[config.mk]
export PLATFORM = sky130hd
export DESIGN_NAME = regwb_arb
export DESIGN_NICKNAME = d
export VERILOG_FILES = /design/src/rtl/regwb_pkg.sv /design/src/rtl/regwb_fifo.sv /design/src/rtl/regwb_arb.sv
export SDC_FILE = /design/constraint.sdc
export NUM_CORES = 1
export LEC_CHECK = 0
export CAP_MARGIN = 10
export CORE_ASPECT_RATIO = 0.5
export CORE_MARGIN = 4
export CORE_UTILIZATION = 40
export DETAILED_ROUTE_END_ITERATION = 8
export PLACE_DENSITY = 0.68
export SLEW_MARGIN = 5
export SYNTH_ARGS = -nofsm -noshare
export SYNTH_HDL_FRONTEND = slang
export SYNTH_SLANG_ARGS = --single-unit
[constraint.sdc]
create_clock -name clk -period 7.7 [get_ports clk]
set_input_delay 1.54 -clock clk [delete_from_list [all_inputs] [get_ports clk]]
set_output_delay 1.54 -clock clk [all_outputs]
set_load 0.005 [all_outputs]
[src/rtl/regwb_pkg.sv]
// regwb_pkg: shared widths, write-back entry type and constants for the
// register-file write-port arbiter (regwb_arb) and its result FIFO.
package regwb_pkg;

  localparam int REG_W  = 5;
  localparam int DATA_W = 32;

  localparam logic [REG_W-1:0] REG_ZERO = 5'd0;

  // One buffered port-B result: destination register and data.
  // The destination field is named wreg because "reg" is a reserved word.
  typedef struct packed {
    logic [REG_W-1:0]  wreg;
    logic [DATA_W-1:0] data;
  } wb_entry_t;

endpackage

[src/rtl/regwb_fifo.sv]
// regwb_fifo: small synchronous FIFO of wb_entry_t holding port-B results.
// The head entry is visible combinationally so the arbiter can drain it in
// the same cycle it decides the write slot is free. Pointers wrap modulo DEPTH.
module regwb_fifo
  import regwb_pkg::*;
#(
  parameter int DEPTH = 2,
  localparam int CW = $clog2(DEPTH + 1),
  localparam int PW = (DEPTH > 1) ? $clog2(DEPTH) : 1
) (
  input  logic          clk,
  input  logic          rst_n,
  input  logic          push,
  input  logic          pop,
  input  wb_entry_t     din,
  output wb_entry_t     head,
  output logic          full,
  output logic          empty,
  output logic [CW-1:0] count
);

  wb_entry_t     mem [DEPTH];
  logic [PW-1:0] wr_ptr_reg;
  logic [PW-1:0] rd_ptr_reg;
  logic [CW-1:0] count_reg;
  logic          do_push;
  logic          do_pop;

  // Status flags, guarded push/pop and head read.
  always_comb begin
    full    = (count_reg == CW'(DEPTH));
    empty   = (count_reg == '0);
    do_push = push && !full;
    do_pop  = pop && !empty;
    count   = count_reg;
    head    = mem[rd_ptr_reg];
  end

  // Storage array: written on push, no reset needed for the payload.
  always_ff @(posedge clk) begin
    if (do_push) begin
      mem[wr_ptr_reg] <= din;
    end
  end

  // Pointer and occupancy bookkeeping; simultaneous push and pop keep count.
  always_ff @(posedge clk or negedge rst_n) begin
    if (!rst_n) begin
      wr_ptr_reg <= '0;
      rd_ptr_reg <= '0;
      count_reg  <= '0;
    end else begin
      if (do_push) begin
        wr_ptr_reg <= (wr_ptr_reg == PW'(DEPTH - 1)) ? '0 : wr_ptr_reg + PW'(1);
      end
      if (do_pop) begin
        rd_ptr_reg <= (rd_ptr_reg == PW'(DEPTH - 1)) ? '0 : rd_ptr_reg + PW'(1);
      end
      case ({do_push, do_pop})
        2'b10:   count_reg <= count_reg + CW'(1);
        2'b01:   count_reg <= count_reg - CW'(1);
        default: count_reg <= count_reg;
      endcase
    end
  end

endmodule

[src/rtl/regwb_arb.sv]
// regwb_arb: shares the register file's single write port between the
// pipeline writeback (port A, fixed priority) and a buffered multi-cycle
// result port (port B), and keeps a pending-write scoreboard for decode.
// Optional feature: define REGWB_STARVE_GUARD_EN to enable the starvation
// guard that requests a WB bubble when port B waits MAX_WAIT cycles.
module regwb_arb
  import regwb_pkg::*;
#(
  parameter int FIFO_DEPTH = 2,
  parameter int MAX_WAIT   = 4
) (
  input  logic              clk,
  input  logic              rst_n,
  input  logic              a_we,
  input  logic [REG_W-1:0]  a_reg,
  input  logic [DATA_W-1:0] a_data,
  input  logic              b_valid,
  output logic              b_ready,
  input  logic [REG_W-1:0]  b_reg,
  input  logic [DATA_W-1:0] b_data,
  input  logic              iss_valid,
  input  logic [REG_W-1:0]  iss_reg,
  input  logic [REG_W-1:0]  chk_reg1,
  input  logic [REG_W-1:0]  chk_reg2,
  input  logic [REG_W-1:0]  chk_reg3,
  output logic              hazard,
  output logic              starve_stall,
  output logic              regwrite,
  output logic [REG_W-1:0]  wrreg,
  output logic [DATA_W-1:0] wrdata
);

  localparam int CW = $clog2(FIFO_DEPTH + 1);

  logic          a_slot;
  logic          drain;
  logic          push;
  wb_entry_t     din;
  wb_entry_t     head;
  logic          fifo_full;
  logic          fifo_empty;
  logic [CW-1:0] fifo_count;
  logic [31:0]   pend_reg;
  logic [31:0]   pend_next;
  logic [31:0]   set_mask;
  logic [31:0]   clr_mask;

  regwb_fifo #(.DEPTH(FIFO_DEPTH)) u_fifo (
    .clk   (clk),
    .rst_n (rst_n),
    .push  (push),
    .pop   (drain),
    .din   (din),
    .head  (head),
    .full  (fifo_full),
    .empty (fifo_empty),
    .count (fifo_count)
  );

  // Write-slot arbitration: port A wins unless it targets r0; otherwise drain the FIFO head.
  always_comb begin
    a_slot   = a_we && (a_reg != REG_ZERO);
    drain    = rst_n && !a_slot && !fifo_empty;
    b_ready  = rst_n && (fifo_count < CW'(FIFO_DEPTH));
    push     = b_valid && b_ready && !fifo_full && (b_reg != REG_ZERO);
    din.wreg = b_reg;
    din.data = b_data;
    regwrite = 1'b0;
    wrreg    = REG_ZERO;
    wrdata   = '0;
    if (rst_n && a_slot) begin
      regwrite = 1'b1;
      wrreg    = a_reg;
      wrdata   = a_data;
    end else if (drain) begin
      regwrite = 1'b1;
      wrreg    = head.wreg;
      wrdata   = head.data;
    end
  end

  // Scoreboard next state: issue sets, drain clears, set wins; r0 never pending.
  always_comb begin
    set_mask = '0;
    clr_mask = '0;
    if (iss_valid && (iss_reg != REG_ZERO)) begin
      set_mask[iss_reg] = 1'b1;
    end
    if (drain) begin
      clr_mask[head.wreg] = 1'b1;
    end
    pend_next = ((pend_reg & ~clr_mask) | set_mask) & ~32'd1;
    hazard    = pend_reg[chk_reg1] | pend_reg[chk_reg2] | pend_reg[chk_reg3];
  end

  // Registered pending-write bits.
  always_ff @(posedge clk or negedge rst_n) begin
    if (!rst_n) begin
      pend_reg <= '0;
    end else begin
      pend_reg <= pend_next;
    end
  end

`ifdef REGWB_STARVE_GUARD_EN
  localparam int WW = $clog2(MAX_WAIT + 1);

  logic [WW-1:0] wait_reg;
  logic [WW-1:0] wait_next;
  logic          starve_reg;

  // Count consecutive undrained cycles with a non-empty FIFO, saturating at MAX_WAIT.
  always_comb begin
    if (fifo_empty || drain) begin
      wait_next = '0;
    end else if (wait_reg < WW'(MAX_WAIT)) begin
      wait_next = wait_reg + WW'(1);
    end else begin
      wait_next = wait_reg;
    end
  end

  // Wait counter and registered bubble request.
  always_ff @(posedge clk or negedge rst_n) begin
    if (!rst_n) begin
      wait_reg   <= '0;
      starve_reg <= 1'b0;
    end else begin
      wait_reg   <= wait_next;
      starve_reg <= (wait_next >= WW'(MAX_WAIT));
    end
  end

  assign starve_stall = starve_reg;
`else
  assign starve_stall = 1'b0;
`endif

endmodule

# Yosys cells after proc, flatten, opt, wreduce, memory -nomap -nowiden
# Memory sizes are Yosys's and may differ from the RTL's.
# Index checks and enable logic that the tools add are counted.
dict set report totals {
  in_bits 99
  wordCells 69
  reg_bits 35
  mem_count 1
  ramBits 74
}
dict set report classes {
  bitwise 5
  add_sub_neg 4
  mux 23
  n_reduce_logical 21
  order_cmp 8
  n_eq_ne 3
}
# memory depth width rd rd_clocked_by_memory_dff write_ports line_no
set memory_table {}
lappend memory_table {u_fifo.mem 2 37 1 0 1 regwb_fifo.sv:22} ;# wb_entry_t mem [DEPTH];
# op count
set op_table {}
lappend op_table {{32-bit two-way mux} 4}
lappend op_table {{32-bit AND} 1}
lappend op_table {{32-bit NOT} 1}
lappend op_table {{32-bit bitwise OR} 1}
lappend op_table {{5-bit by 6-bit < comparator with 1-bit output (second input constant)} 5}
lappend op_table {{1-bit binary-select mux with 5-bit select} 3}
lappend op_table {{5-bit nonzero test} 3}
lappend op_table {{1-bit logical AND} 13}
lappend op_table {{1-bit two-way mux} 11}
lappend op_table {{1-bit demux with 5-bit select} 2}
lappend op_table {{5-bit by 1-bit greater-or-equal comparator with 1-bit output (second input constant)} 2}
lappend op_table {{5-bit two-way mux} 2}
lappend op_table {{2-bit == test (second input constant)} 2}
lappend op_table {{2-bit case mux with 2 select lines} 1}
lappend op_table {{1-bit logical NOT} 3}
lappend op_table {{1-bit adder (second input constant)} 2}
lappend op_table {{2-bit by 1-bit adder with 2-bit output (second input constant)} 1}
lappend op_table {{2-bit by 1-bit == test with 1-bit output (second input constant)} 1}
lappend op_table {{2-bit logical NOT} 1}
lappend op_table {{2-bit < comparator (second input constant)} 1}
lappend op_table {{1-bit bitwise OR} 2}
lappend op_table {{2-bit nonzero test} 1}
lappend op_table {{2-bit by 1-bit subtractor with 2-bit output (second input constant)} 1}

# Longest topological paths before layout
dict set report depth {
  depth_word 9
  mapped_depth 10
  mapped_depth_nobuf 8
}

# Cells and area by module
# From an unflattened synthesis, not the netlist that was laid out.
dict set report hier_totals {
  hier_cells 397
  hier_area_um2 5691.7
}
# module n_inst cells_per_inst area_per_inst_um2 seq_area_each_um2
set modules_own_cells {}
lappend modules_own_cells {regwb_fifo 1 133 2949.1 2322.2}
lappend modules_own_cells {regwb_arb 1 264 2742.6 775.7}

# Worst setup path before layout
# No wires, ideal clock.
dict set report synth_path {
  path_kind {input port to output port}
  from {input port a_reg[2]}
  to {output port wrdata[12]}
  stages 6
  setup_slack_ps 3280
  required_time_ps 6160
  n_path_buf 2
  t_arrival_ps 2880
  path_cell_list {or4_4 o21ai_4 nand2_1 buf_2 clkbuf_1 o21ai_0}
}
dict set report synth_between {
  elab_chain_cells 7
}
# item line_no
set synth_rtl {}
lappend synth_rtl {{start, declared} regwb_arb.sv:15} ;# input logic [REG_W-1:0] a_reg,
lappend synth_rtl {{5-bit nonzero test (*)} regwb_arb.sv:62} ;# a_slot = a_we && (a_reg != REG_ZERO);
lappend synth_rtl {{1-bit logical AND (*)} regwb_arb.sv:62}
lappend synth_rtl {{1-bit logical NOT} regwb_arb.sv:63} ;# drain = rst_n && !a_slot && !fifo_empty;
lappend synth_rtl {{1-bit logical AND (2 in a row)} regwb_arb.sv:63}
lappend synth_rtl {{32-bit two-way mux} regwb_arb.sv:75} ;# end else if (drain) begin
lappend synth_rtl {{32-bit two-way mux (*)} regwb_arb.sv:71} ;# if (rst_n && a_slot) begin
lappend synth_rtl {{end, declared} regwb_arb.sv:30} ;# output logic [DATA_W-1:0] wrdata
# Every way passes the cells marked *; elsewhere a longest branch is shown, timed or not.

# Worst setup path after layout
dict set report layout_path {
  from {input port rst_n}
  to {output port wrreg[2]}
}
dict set report layout_between {
  elab_chain_cells 4
}
# item line_no
set layout_rtl {}
lappend layout_rtl {{start, declared} regwb_arb.sv:13} ;# input logic rst_n,
lappend layout_rtl {{1-bit logical AND (2 in a row)} regwb_arb.sv:63}
lappend layout_rtl {{5-bit two-way mux} regwb_arb.sv:75}
lappend layout_rtl {{5-bit two-way mux (*)} regwb_arb.sv:71}
lappend layout_rtl {{end, declared} regwb_arb.sv:29} ;# output logic [REG_W-1:0] wrreg,
# Marked as above.

==> reports/results.txt <==
Register Area: 3100 µm²
Power Dens Cells: 265 nW/µm²
path category of the worst min-delay check: register to register
CTS buffer count: 9
CTS hold repair buffers: 0
largest net degree at the start of global routing: 39
fin. max-slew vios: 0
post-synthesis sequential area ratio: 56.9%
Initial DRC Count: 219
fmax: 0.172 GHz
VDD IR-drop max: 0.133 mV
share of layout cells above drive strength 1: 8.92%
root buf cell: clkbuf_16
post-layout net count: 689
cell taking the most area after synthesis: edfxtp_1
maxcap violations: 0
first-pass GRT wire length: 22,600 µm
wl on met1: 6260 µm
final hold slack: 554 ps
diodes inserted: 0
DR top layer: met4
gate count of the mapped netlist: 456
post-route ant nets: 0
Via density: 5.48
Synth Warn #: 0
fillers: 1,095
Die Wd: 173 µm
Tmin final: 5830 ps
synthesized area: 5450 µm²
vias in the first global route: 4,246
RSZ-0062 raised after global routing: false
Reg clk slew, reported paths: 60 ps
Die Area: 15,700 µm²
number of flip-flops under the largest register name: 74
clk sinks: 109
H-tree levels: 3
synth unique cells: 44
syn_nets: 556
total track usage: 18.0%
Tightest Pin Transition: 1140 ps
GR Overflow Total: 0
Synth Area per Inst: 11.9 µm²
Post-synth EDFFs: 74
Worst-Skew Late Latency: 340 ps
Die H: 90.5 µm
drt pass-1 iters: 4
Crit path arrival time: 4290 ps
initial core utilization: 41.9%
top cells by area, synth: edfxtp_1 41%, dfrtp_1 16%, mux2i_1 8.1%
Pleak: 2.58 nW
most frequent cell after synthesis: o21ai_0
Multi-input gate area: 2240 µm²
routability cong.: 0.914
Resize count post-CTS: 0
IO Pins: 140
maximum buffer depth of the clock tree: 2
P&R area growth vs syn: 33.8%
initial antenna violation count: 0
Crit. End Element: output pin
metal3 WL: 663 µm
post-place setup slack: 1600 ps
routed wl met2: 7030 µm
row cnt: 29
Tcrit/Tclk final: 75.7%
Layout Skew: 9.25 ps
core area: 13,000 µm²
Post-synth top cells: 76 x o21ai_0, 74 x edfxtp_1, 53 x nand2_1
DR WL/cell: 18.5 µm
status: finished clean
Post-CTS Setup Bufs: 0
post-synth top area share: 40.8%
placed wire-length estimate: 10,200 µm
setup ws final: 1870 ps
Synth Register Bits: 109
slew margin rel.: 24.1%
Setup TNS: 0 ps
CTS tree: built
Critical Path RT: 6160 ps
ys flop type: edfxtp_1
CP startpoint kind: input port
final hold violation count: 0
IO Port Bufs: 138
WL final: 14,200 µm
total number of vias: 4,185
Async S/R FF share, synth: 32.1%
CP Class: input port to output pin
worst-path fanout max: 37
Setup-failing EPs final: 0
DRC: 0
==> cell usage in the layout (no fill, tap or decap), types with 2 or more instances in the layout <==
master	netlist	routed
nor4b_1	2	2
o21ai_1	23	23
nand4_1	4	4
nand2b_1	4	4
o2111ai_1	3	3
a21oi_1	5	5
nor2b_1	12	12
and2_1	2	2
xnor2_1	4	4
mux2_2	12	12
inv_1	9	9
nor2_1	15	12
o21ai_0	76	76
clkdlybuf4s50_1	0	138
a22oi_1	2	2
mux2i_1	44	44
nor3_1	2	2
o211ai_1	2	2
a311oi_1	2	2
edfxtp_1	74	74
nand3_1	8	8
a32oi_1	2	2
clkbuf_1	10	2
nor2_4	0	2
nand3b_1	3	3
dfrtp_1	35	34
a2111oi_0	4	4
clkbuf_16	0	10
inv_4	0	2
buf_4	1	3
a221oi_1	3	3
nand2_1	53	53
o22ai_1	2	2
or3b_4	4	4
mux4_2	13	13
==> layout make-up <==
cell class	count	area share (%)
clock buffers	13	3.61
clock inverters	3	0.240
inverters	9	0.464
multi-input cells	318	30.8
flip-flops and latches	109	42.5
well taps	170	2.92
repair buffers	142	19.5
==> power by group <==
group | leakage [nW] | internal (mW) | switching (mW) | total [mW]
sequential | 1.08 | 0.755 | 0.134 | 0.889
combinational | 1.35 | 0.330 | 0.273 | 0.604
clock | 0.143 | 0.241 | 0.195 | 0.436
==> path summary, 6_finish.rpt <==
| kind | start | end | slack, ps | cells past startpoint |
|---|---|---|---|---|
| min reg2reg | u_fifo.wr_ptr_reg | u_fifo.wr_ptr_reg | 550 | 1 |
| max | rst_n | wrreg[2] | 1870 | 8 |
| min | u_fifo.wr_ptr_reg | u_fifo.wr_ptr_reg | 550 | 1 |
| max in group asynchronous | rst_n | u_fifo.rd_ptr_reg | 5730 | 2 |
| max reg2reg | u_fifo.count[1] | u_fifo.mem[1][10] | 5370 | 3 |
| min in group asynchronous | rst_n | pend_reg[25] | 1610 | 2 |
==> kinds of logic after synthesis <==
| group | Yosys count | share of synthesized area (%) |
|---|---|---|
| other | 1 | 0.0689 |
| AOI/OAI and AO/OA | 128 | 13.3 |
| buffers and inverters | 29 | 2.27 |
| muxes | 69 | 15.9 |
| DFF | 109 | 56.9 |
| and+or+nand+nor | 114 | 10.5 |
| adders and majority gates | 1 | 0.230 |
| xor gates and xnor gates | 5 | 0.804 |
==> worst max-delay path, stage by stage <==
cell	delay, ps
clkdlybuf4s50_1	450
buf_4	400
inv_1	190
nor2_2	600
buf_4	360
nand2_1	80
o21ai_0	100
clkdlybuf4s50_1	540
==> per-stage QoR <==
step	total power [mW]	std cells	utilization (%)	cell area, µm²
CTS	1.94	763	56.0	7270
global route	2.05	764	56.1	7290
global placement	1.49	747	53.8	6990
finish	1.93	764	56.1	7290
floorplan	1.24	456	-	5450
detailed placement	1.50	747	53.8	6990
==> routing by layer <==
layer / GRT usage (%) / vias up
met5: 0 / -
met2: 30.2 / 112
met1: 23.3 / 2055
met3: 4.22 / 16
li1: - / 2002
met4: 5.51 / 0
No activity file was read; power rests on OpenSTA's default activity.
==> RTL change 1: new RTL, same settings <==
`DATA_W`: 32 -> 36.
--- a/src/rtl/regwb_pkg.sv
+++ b/src/rtl/regwb_pkg.sv
@@ -3,7 +3,7 @@
 package regwb_pkg;
 
   localparam int REG_W  = 5;
-  localparam int DATA_W = 32;
+  localparam int DATA_W = 36;
 
   localparam logic [REG_W-1:0] REG_ZERO = 5'd0;
 
Ports: changed (resized a_data, b_data and wrdata); port bits go from 140 to 152. The function was not compared with the original's and may differ.
==> RTL change 1 against the unedited design <==
Area after synthesis is 7.6% higher; power is 22% higher; sequential cell count is 8 higher; worst setup slack better by 160 ps; routed wire length is 9.3% higher; global-route usage is 1.4 points higher; count of clock-buffer cells in the layout is 5 higher; design area is 12% higher; critical path type unchanged.
==> RTL change 1: results (changes against the unedited design) <==
hp-class: "reg2reg"  # unchanged
clkLatencyLatePin_ps: 420  # was 340 ps
drtPass1Iterations: 4  # unchanged
clk_pin_slew_ps: 60  # about the same
finClkSkew_ps: 11.3  # was 9.25 ps
synth_common_cells: "edfxtp_1 (82), o21ai_0 (74), nand2_1 (69)"  # was o21ai_0 (76), edfxtp_1 (74), nand2_1 (53)
met1_length_mm: 6.69  # was 6.26 mm
grt_pass1_wl_mm: 24.9  # was 22.6 mm
status: "completed"  # unchanged
wl_met2_mm: 7.52  # was 7.03 mm
arrival_ps: 4130  # was 4290 ps
ys_async_sr_fraction_pct: 29.9  # was 32.1%
ir_drop_v: 0.000157  # was 0.000133 V
finalWorstSetupSlack_ps: 2030  # was 1870 ps
synth_xor_xnor_area_share_pct: 0.747  # was 0.804%
synth-warning-count: 0  # unchanged
syn_nets: 600  # was 556
post_drt_wl_per_cell_um: 18.2  # was 18.5 um
h-tree-depth: 4  # was 3
synth.area.mux_share_pct: 15.1  # was 15.9%
r2r-start: "u_fifo.rd_ptr_reg$_DFFE_PN0N_"  # was u_fifo.count[1]$_DFFE_PN0P_
antenna_cells: 0  # unchanged
drt_iter0_markers: 349  # was 219
clock_path_buffers: 2  # unchanged
reg2reg_setup_slack_ps: 5240  # was 5370 ps
nets: 751  # was 689
leakagePower_uw: 0.00298  # was 0.00258 uW
vias_per_cell: 5.41  # was 5.48
routed.top_layer: "met4"  # unchanged
drive_above_1_share_pct: 10.5  # was 8.92%
largest_reg_flops: 82  # was 74
synth_area_leaders: "edfxtp_1 (42%), dfrtp_1 (15%), mux2i_1 (8.0%), o21ai_0 (6.3%), mux4_2 (5.0%)"  # was edfxtp_1 (41%), dfrtp_1 (16%), mux2i_1 (8.1%), o21ai_0 (7.0%), mux4_2 (5.4%)
worstPathMaxFanout: 41  # was 37
r2r_end: "pend_reg[8]$_DFF_PN0_"  # was u_fifo.mem[1][10]$_DFFE_PP_
grt_antenna_before_repair: 0  # unchanged
synth-edff-count: 82  # was 74
ys_seq_area_share_pct: 56.9  # about the same
grtUsageTotal_pct: 19.3  # was 18.0%
grt_max_degree: 50  # was 39
yosysUniqueCellTypes: 52  # was 44
numCtsBuffers: 17  # was 9
hold_start: "u_fifo.count[1]$_DFFE_PN0P_"  # was u_fifo.wr_ptr_reg$_DFFE_PN0P_
worst_pin_slew_ps: 906  # was 1140 ps
synth_fa_ha_area_share_pct: 0.213  # was 0.230%
cp-endpoint: "wrdata[14]"  # was wrreg[2]
synth_compound_area_share_pct: 12.8  # was 13.3%
portBuffers: 150  # was 138
globalplace.congestion: 0.900  # was 0.914
dp_hpwl_mm: 11.2  # was 10.2 mm
grt_pass1_vias: 4775  # was 4246
clockRootBuffer: "clkbuf_16"  # unchanged
met3WireLength_um: 947  # was 663 um
reg2regPathDepth: 5  # was 3
## RTL change 1: worst min path at each step
stage	slack (ps)	end
after floorplan	470	u_fifo.wr_ptr_reg$_DFFE_PN0P_
after global placement	500	u_fifo.count[1]$_DFFE_PN0P_
after detailed placement	510	u_fifo.count[1]$_DFFE_PN0P_
after CTS	520	u_fifo.count[1]$_DFFE_PN0P_
after global routing	560	u_fifo.count[1]$_DFFE_PN0P_
final	520	u_fifo.count[1]$_DFFE_PN0P_
## RTL change 1: critical path, stage by stage
cell and delay, ps:
clkdlybuf4s50_1 450, buf_4 400, inv_1 200, nor2_4 750
nand2_1 120, o21ai_0 110, clkdlybuf4s50_1 540
## RTL change 1: where the power goes
part,internal (uW),switching [uW],leakage (uW)
logic,343,310,0.00154
clock network,486,304,0.000289
registers,800,103,0.00114
## RTL change 1: cell type report
type / instances / area [um^2]
clock buffers: 18 / 429
clock inverters: 14 / 163
fillers: 1141 / 5770
inverters: 13 / 48.8
multi-input cells: 339 / 2400
flip-flops and latches: 117 / 3340
well taps: 192 / 240
repair buffers: 155 / 1540
## RTL change 1: through the flow
stage	std cells	cell area, um^2	total power (uW)
2_1_floorplan	492	5860	1280
3_3_place_gp	816	7570	1560
3_5_place_dp	816	7570	1570
4_1_cts	848	8160	2360
5_1_grt	848	8160	2470
6_report	848	8160	2350
## RTL change 1: routing by layer
metal / up-vias / track usage, %
met3: 25 / 5.86
met2: 145 / 32.1
met5: - / 0
met1: 2240 / 24.1
li1: 2178 / -
met4: 0 / 6.90
==> RTL change 2: new RTL, same flow settings <==
Without the edit above. Build with the macro `REGWB_STARVE_GUARD_EN` defined.
--- a/src/rtl/regwb_arb.sv
+++ b/src/rtl/regwb_arb.sv
@@ -3,6 +3,8 @@
 // result port (port B), and keeps a pending-write scoreboard for decode.
 // Optional feature: define REGWB_STARVE_GUARD_EN to enable the starvation
 // guard that requests a WB bubble when port B waits MAX_WAIT cycles.
+`define REGWB_STARVE_GUARD_EN
+
 module regwb_arb
   import regwb_pkg::*;
 #(
Function: changed (a bounded check fails within 10 cycles, from zero or initial values and one cycle with rst_n low).
==> RTL change 2 against the unedited design <==
Sequential power increased by 2%; non-clock buffer count unchanged; area after synthesis increased by 3.4%; routed wire length increased by 1.2%; power increased by 4.1%; design area increased by 2.7%; sequential cell count increased by 3; worst setup slack got worse by 350 ps; highest routed layer unchanged.
==> RTL change 2: results (changes against the unedited design) <==
status: "completed"  # unchanged
hold_start: "u_fifo.count[1]$_DFFE_PN0P_"  # was u_fifo.wr_ptr_reg$_DFFE_PN0P_
yosysUniqueCellTypes: 50  # was 44
leakagePower_uw: 0.00265  # was 0.00258 uW
pwr-share-seq_pct: 45.1  # was 46.1%
drive_above_1_share_pct: 8.93  # was 8.92%
reg2regPathDepth: 6  # was 3
wl_mm: 14.3  # was 14.2 mm
nets: 701  # was 689
finClkSkew_ps: 4.97  # was 9.25 ps
post-cts-setup-buffers: 0  # unchanged
worst_pin_slew_ps: 1100  # was 1140 ps
numCtsBuffers: 9  # unchanged
arrival_ps: 4640  # was 4290 ps
fill_cells: 1166  # was 1095
ir_drop_v: 0.000113  # was 0.000133 V
synth_compound_area_share_pct: 13.8  # was 13.3%
vias_per_cell: 5.38  # was 5.48
synth-edff-count: 74  # unchanged
drtPass1Iterations: 5  # was 4
synth_xor_xnor_area_share_pct: 0.933  # was 0.804%
grt_max_degree: 49  # was 39
globalplace.congestion: 0.880  # was 0.914
h-tree-depth: 3  # unchanged
grtUsageTotal_pct: 18.0  # about the same
ys_async_sr_fraction_pct: 33.9  # was 32.1%
slowest_stage: "nand3_2"  # was nor2_2
antenna_cells: 0  # unchanged
grt_pass1_wl_mm: 23.0  # was 22.6 mm
r2r-start: "u_fifo.count[0]$_DFFE_PN0P_"  # was u_fifo.count[1]$_DFFE_PN0P_
worstPathMaxFanout: 48  # was 37
synth_common_cells: "o21ai_0 (75), edfxtp_1 (74), nand2_1 (54)"  # was o21ai_0 (76), edfxtp_1 (74), nand2_1 (53)
drt_iter0_markers: 306  # was 219
portBuffers: 139  # was 138
synth_area_leaders: "edfxtp_1 (39%), dfrtp_1 (17%), mux2i_1 (8.0%), o21ai_0 (6.7%), mux4_2 (5.2%)"  # was edfxtp_1 (41%), dfrtp_1 (16%), mux2i_1 (8.1%), o21ai_0 (7.0%), mux4_2 (5.4%)
postPlaceCellArea_um2: 7190  # was 6990 um^2
clock_path_buffers: 2  # unchanged
cp-startpoint: "a_reg[0]"  # was rst_n
clk_pin_slew_ps: 70
ys_seq_area_share_pct: 56.3  # was 56.9%
grt_pass1_vias: 4346  # was 4246
synth_fa_ha_area_share_pct: 0.444  # was 0.230%
slowest_delay_ps: 760  # was 600 ps
grt_antenna_before_repair: 0  # unchanged
post_cts_resized: 0  # unchanged
p_switching_uw: 635  # was 603 uW
synth.area.mux_share_pct: 15.8  # was 15.9%
largest_reg_flops: 74  # unchanged
syn_nets: 571  # was 556
dp_hpwl_mm: 10.5  # was 10.2 mm
synthFlopType: "edfxtp_1"  # unchanged
[RTL change 2: cell types whose count changed in the layout (fill, tap and decap cells not counted), moves of 3 or more]
cell / change
o31ai_1: +8
o21ai_1: -7
dfrtp_1: +3
a21oi_1: -4
nor2_1: +3
or3b_4: -4
[RTL change 2: final cells by class]
| type | count | area, um^2 | share of cell area, % |
|---|---|---|---|
| sequential | 112 | 3170 | 42.4 |
| multi-input combinational | 328 | 2340 | 31.2 |
| timing repair buffer | 142 | 1410 | 18.8 |
| inverter | 7 | 26.3 | 0.351 |
| tap | 192 | 240 | 3.21 |
| clock buffer | 9 | 225 | 3.01 |
| clock inverter | 7 | 70.1 | 0.936 |
[RTL change 2: cell families after synthesis]
| kind of cell | count (synthesis) |
|---|---|
| AO/OA/AOI/OAI | 130 |
| AND/OR/NAND/NOR | 119 |
| flip-flops | 112 |
| multiplexers | 71 |
| buffers and inverters | 30 |
| XOR/XNOR | 6 |
| adder cells (fa/ha/maj) | 2 |
[RTL change 2: routing by layer]
metal	GRT usage, %	share of wire (%)	up-vias
li1	-	-	2058
met1	22.4	42	2080
met2	31.8	52	134
met3	4.61	5.5	16
met4	3.70	0.63	0
met5	0	0	-
[RTL change 2: final timing paths]
check | slack (ps) | to
hold / removal | 490 | u_fifo.count[1]$_DFFE_PN0P_
setup / recovery | 1520 | wrdata[5]
setup reg to reg | 5430 | u_fifo.count[1]$_DFFE_PN0P_
hold reg to reg | 490 | u_fifo.count[1]$_DFFE_PN0P_
max in group asynchronous | 6050 | u_fifo.rd_ptr_reg$_DFFE_PN0P_
min in group asynchronous | 1260 | u_fifo.count[1]$_DFFE_PN0P_
[RTL change 2: stage by stage]
stage | setup WS, ps | std cells | power (uW)
6_report | 1520 | 797 | 2010
4_1_cts | 1470 | 797 | 2030
2_1_floorplan | 3310 | 470 | 1290
5_1_grt | 1260 | 797 | 2130
3_3_place_gp | 1630 | 781 | 1550
3_5_place_dp | 1470 | 781 | 1570
[RTL change 2: critical path, delay by kind of cell]
| family | cells | cell delay, ps |
|---|---|---|
| buf+inv | 2 | 1040 |
| compound gates | 2 | 730 |
| simple gates | 2 | 1300 |
[RTL change 2: power groups by stage]
stage	clock network [uW]	logic (uW)	registers [uW]
finish	456	645	906
global placement	0	644	906
global route	501	711	922
CTS	471	654	902
detailed placement	0	651	914
floorplan	0	440	852
